==> config.mk <==
export PLATFORM = sky130hd
export DESIGN_NAME = ps2_rx
export DESIGN_NICKNAME = d
export VERILOG_FILES = /design/src/rtl/ps2_rx.sv
export SDC_FILE = /design/constraint.sdc
export NUM_CORES = 1
export LEC_CHECK = 0
export ABC_AREA = 1
export CAP_MARGIN = 20
export CORE_MARGIN = 4
export CORE_UTILIZATION = 40
export CTS_BUF_LIST = sky130_fd_sc_hd__clkbuf_8
export CTS_CLUSTER_SIZE = 12
export DETAILED_ROUTE_END_ITERATION = 10
export GPL_TIMING_DRIVEN = 0
export PLACE_DENSITY = 0.61
export SYNTH_ARGS = -nofsm -noshare
export SYNTH_HDL_FRONTEND = slang
export SYNTH_SLANG_ARGS = --single-unit
==> constraint.sdc <==
create_clock -name clk -period 1.9 [get_ports clk]
set_input_delay 0.475 -clock clk [delete_from_list [all_inputs] [get_ports clk]]
set_output_delay 0.475 -clock clk [all_outputs]
set_load 0.1 [all_outputs]
==> src/rtl/ps2_rx.sv <==
// PS/2 device-to-host frame receiver: synchronises and filters kbclk/in and
// emits validated bytes. Define PS2_RX_TIMEOUT_EN to add the in-frame watchdog.
module ps2_rx #(
  parameter int SYNC_STAGES    = 2,
  parameter int FILT_LEN       = 4,
  parameter int TIMEOUT_CYCLES = 50000
) (
  input  logic       clk,
  input  logic       rst_n,
  input  logic       kbclk,
  input  logic       in,
  output logic [7:0] data,
  output logic       valid,
  output logic       err,
  output logic       busy
);

  localparam int FCW = (FILT_LEN > 1) ? $clog2(FILT_LEN) : 1;
  localparam logic [FCW-1:0] FILT_LAST = FCW'(FILT_LEN - 1);

  localparam logic [1:0] IDLE   = 2'd0;
  localparam logic [1:0] DATA   = 2'd1;
  localparam logic [1:0] PARITY = 2'd2;
  localparam logic [1:0] STOP   = 2'd3;

  logic [SYNC_STAGES-1:0] kb_sync;
  logic [SYNC_STAGES-1:0] in_sync;
  logic                   kb_s;
  logic                   in_s;
  logic [FCW-1:0]         filt_cnt;
  logic                   fclk;
  logic                   fall;
  logic [FILT_LEN-1:0]    in_dly;
  logic                   bit_in;
  logic [1:0]             state;
  logic [2:0]             bit_cnt;
  logic [7:0]             shreg;
  logic                   parity;

  assign kb_s   = kb_sync[SYNC_STAGES-1];
  assign in_s   = in_sync[SYNC_STAGES-1];
  assign bit_in = in_dly[FILT_LEN-1];

  always_ff @(posedge clk or negedge rst_n) begin
    if (!rst_n) begin
      kb_sync <= '1;
      in_sync <= '1;
    end else begin
      kb_sync <= {kb_sync[SYNC_STAGES-2:0], kbclk};
      in_sync <= {in_sync[SYNC_STAGES-2:0], in};
    end
  end

  // Data is delayed by FILT_LEN so the sampled bit lines up with the first
  // low kbclk sample that the filter eventually accepted.
  always_ff @(posedge clk or negedge rst_n) begin
    if (!rst_n) begin
      fclk     <= 1'b1;
      filt_cnt <= '0;
      fall     <= 1'b0;
      in_dly   <= '1;
    end else begin
      fall      <= 1'b0;
      in_dly[0] <= in_s;
      for (int i = 1; i < FILT_LEN; i++) in_dly[i] <= in_dly[i-1];
      if (kb_s == fclk) begin
        filt_cnt <= '0;
      end else if (filt_cnt == FILT_LAST) begin
        fclk     <= kb_s;
        filt_cnt <= '0;
        fall     <= ~kb_s;
      end else begin
        filt_cnt <= filt_cnt + 1'b1;
      end
    end
  end

`ifdef PS2_RX_TIMEOUT_EN
  localparam int WDW = (TIMEOUT_CYCLES > 2) ? $clog2(TIMEOUT_CYCLES) : 1;
  localparam logic [WDW-1:0] WD_LAST = WDW'(TIMEOUT_CYCLES - 1);
  logic [WDW-1:0] wd_cnt;
`endif

  always_ff @(posedge clk or negedge rst_n) begin
    if (!rst_n) begin
      state   <= IDLE;
      bit_cnt <= '0;
      shreg   <= '0;
      parity  <= 1'b0;
      data    <= 8'h00;
      valid   <= 1'b0;
      err     <= 1'b0;
      busy    <= 1'b0;
`ifdef PS2_RX_TIMEOUT_EN
      wd_cnt  <= '0;
`endif
    end else begin
      valid <= 1'b0;
      err   <= 1'b0;
      if (fall) begin
`ifdef PS2_RX_TIMEOUT_EN
        // Starts at 1 because the fall-event cycle itself already elapsed.
        wd_cnt <= WDW'(1);
`endif
        case (state)
          IDLE: begin
            if (!bit_in) begin
              state   <= DATA;
              bit_cnt <= '0;
              busy    <= 1'b1;
            end
          end
          DATA: begin
            shreg   <= {bit_in, shreg[7:1]};
            bit_cnt <= bit_cnt + 1'b1;
            if (bit_cnt == 3'd7) state <= PARITY;
          end
          PARITY: begin
            parity <= bit_in;
            state  <= STOP;
          end
          default: begin
            if (bit_in && (^shreg ^ parity)) begin
              data  <= shreg;
              valid <= 1'b1;
            end else begin
              err <= 1'b1;
            end
            state <= IDLE;
            busy  <= 1'b0;
          end
        endcase
      end
`ifdef PS2_RX_TIMEOUT_EN
      else if (state != IDLE) begin
        if (wd_cnt == WD_LAST) begin
          err    <= 1'b1;
          state  <= IDLE;
          busy   <= 1'b0;
          wd_cnt <= '0;
        end else begin
          wd_cnt <= wd_cnt + 1'b1;
        end
      end
`endif
    end
  end

endmodule

==> out/qor.yml <==
run_status:
  status: "finished, final reports clean"
synth:
  synth_top_family_by_area: "simple AND/OR/NAND/NOR gates"
  yosysTopAreaCellShare_pct: 42.72
  synthMuxAreaShare_pct: 1.297
  synth_top_area_cell: "dfrtp_1"
  netlist_top_cells_area: "dfrtp_1 (43%), dfstp_2 (14%), nand2_1 (12%)"
  synth_nets: 178
  synth_seq_cells: 37
  ys_types: 26
  synthCells: 167
  synth-xor-area-share_pct: 1.068
  syn_avg_cell_area_um2: 9.822
  synth-compound-area-share_pct: 5.950
  synthAdderAreaFrac_pct: 5.339
  yosys.area_share.simple_pct: 23.72
  syn_area_um2: 1640
  yosysSeqAreaShare_pct: 57.13
  synth_warnings: 0
worst_setup_path:
  path_max_fanout: 2
  startpoint_type: "flip-flop"
  cpPeakStageDelay_ns: 0.56
  crit_start: "data[6]"
  regToRegSetupSlack_ns: 0.39
  cp_num_buf_inv: 1
  required_ns: 1.42
  worstSetupEndpointType: "primary output"
  reg2regPathDepth: 10
  worst-setup-path-type: "reg -> out"
  r2r-end: "data[5]"
  timing.rr.start: "shreg[4]"
  cpLargestDelayFamily: "buffers and inverters"
  cp.arrival_ns: 1.20
  worstPathCellList: "clkdlybuf4s15_2"
  cpMaxStageDelayCell: "clkdlybuf4s15_2"
timing:
  worst_pin_slew_ns: 0.7686
  fmax_mhz: 597.1
  slew_headroom_pct: 48.76
  finalSetupViolCount: 0
  hold_viol: 0
  drv_slew: 0
  rsz0062_at_grt: "false"
  timing.clock.skew_ns: 0.009082
  fin_crit_sh_pct: 88.15
  hold_slack_ns: 0.2620
  setup_ws_ns: 0.2251
  fin_tns_setup_ns: 0
  finalCriticalPeriod_ns: 1.675
place:
  dp_hpwl_um: 1905
  portBuffers: 14
  place_ws_ns: -0.05141
  routabilityCongestion: 0.7930
grt:
  grt_pass1_vias: 1065
  grt_max_degree: 38
  track_usage_pct: 11.65
  antenna_found_initial: 0
  grt.overflow.total: 0
  grt_pass1_wl_um: 4692
routing:
  drc: 0
  vias_per_cell: 4.695
  postRouteAntennaNets: 0
  vias: 1122
  drt_iter0_markers: 64
  wl_um: 2530
  dr.pass1.iters: 4
  wl_per_cell_um: 10.59
run:
  drv_cap: 0
floorplan:
  pin_count: 15
  die_area_um2: 5189
  fp-row-count: 23
  die_w_um: 72.04
  core-area_um2: 3971
  start_util_pct: 41.30
  die_height_um: 72.04
power:
  power_w: 0.001750
  p_int_w: 0.001248
  powerDensity_nw_per_um2: 901.4
  p_clk_share_pct: 30.4
  sequentialPowerShare_pct: 51.9
  power_switching_w: 0.0005020
  ir_worst_vdd_mv: 0.4619
  swShare_pct: 28.68
  comb_power_share_pct: 17.7
  p_leak_nw: 0.9585
worst_hold_path:
  worstHoldPathType: "in -> async"
clock_network:
  cts_sinks: 37
  clockBufferDepth: 2
  cts_tree: "built"
  root_buffer: "clkbuf_8"
  clkTransAtPathRegs_ns: 0.07
  clock_latency_ns: 0.28
  cts_setup_buffers: 0
  ctsHtreeMaxLevel: 2
  cts_buffers: 5
final_layout:
  final_util_pct: 48.90
  drive_above_1_share_pct: 20.63
  antenna_cells: 0
  area_delta_synth_final_pct: 18.38
  num-fill-cells: 358
  final_common_cell: "nand2_1"
  layout_common_cells: "nand2_1 (53), dfrtp_1 (28), inv_1 (23)"
  nets: 199
[kinds of logic (layout without fill, tap and decap cells)]
logic type | Yosys count | after routing
AOI/OAI and AO/OA | 18 | 18
xor gates and xnor gates | 2 | 2
adders and majority gates | 7 | 7
buffers and inverters | 24 | 46
DFF | 37 | 37
muxes | 2 | 2
and+or+nand+nor | 77 | 77
[synth_stat cells]
| cell type | n |
|---|---|
| ha_1 | 7 |
| a21oi_1 | 2 |
| clkinv_1 | 1 |
| nand3b_1 | 1 |
| nand4_4 | 1 |
| dfrtp_1 | 28 |
| mux2i_1 | 1 |
| o31ai_1 | 1 |
| nor3_1 | 1 |
| mux2_2 | 1 |
| nor2_1 | 2 |
| a21oi_2 | 1 |
| nor2_8 | 1 |
| nand2_1 | 53 |
| nand3_1 | 10 |
| a31oi_1 | 1 |
| o21ai_0 | 13 |
| dfstp_2 | 9 |
| xnor2_1 | 2 |
| nand3_4 | 2 |
| nand2_4 | 1 |
| nand2_2 | 4 |
| inv_2 | 1 |
| nor3b_1 | 1 |
| clkbuf_1 | 1 |
| inv_1 | 21 |
[metal layers]
metal | GRT usage [%] | share of wire, %
met1 | 14.58 | 44
met4 | 5.637 | 2.1
met5 | 0 | 0
met2 | 17.96 | 48
met3 | 4.155 | 6.0
[registers in the layout (all words and copies together) (netlist names)]
name,count
bit_cnt,3
busy,1
data,8
err,1
fall,1
fclk,1
filt_cnt,2
in_dly,4
in_sync,2
kb_sync,2
parity,1
shreg,8
state,2
valid,1
[stage by stage]
stage,area (µm²),instances
finish,1942,239
global route,1942,239
CTS,1942,239
detailed placement,1838,231
global placement,1843,231
floorplan,1640,167
[power groups by stage]
stage	combinational [W]	clock [W]	sequential [W]
3_3_place_gp	0.000306	0	0.000916
6_report	0.000310	0.000532	0.000908
3_5_place_dp	0.000318	0	0.000921
5_1_grt	0.000352	0.000588	0.000916
4_1_cts	0.000316	0.000554	0.000908
2_1_floorplan	0.000172	0	0.000981
[worst reg2reg max path: stages, from the launching register on]
cell     delay [ns]
dfrtp_1        0.43
inv_1          0.12
nand2_1        0.06
nand2_1        0.07
nand2_2        0.08
nand2_1        0.08
nand2_2        0.09
a21oi_2        0.25
nor2_8         0.09
nand3_1        0.08
nand2_1        0.06
[final cells by class]
cell class | instances | area, µm² | share of cell area, %
multi-input cells | 106 | 613.1 | 31.57
repair buffers | 14 | 148.9 | 7.668
clock inverters | 2 | 7.507 | 0.3866
plain buffers | 1 | 3.754 | 0.1933
well taps | 50 | 62.56 | 3.222
clock buffers | 6 | 82.58 | 4.253
inverters | 23 | 86.33 | 4.446
flip-flops and latches | 37 | 937.1 | 48.26
[worst max-delay path by stage]
stage,end,slack (ns),cells after the start
after floorplan,data[0],0.52,8
after global placement,fall,-0.37,1
after detailed placement,data[6],-0.05,1
after CTS,data[6],0.20,1
after global routing,data[6],0.18,1
final,data[6],0.23,1
[what timing repair did]
item / 4_1_cts / 5_1_grt
endpoints found under the setup margin: 11 / 0
hold buffers: 0 / 0
resized for setup: 33 / 0
No activity file was read; power rests on OpenSTA's default activity.
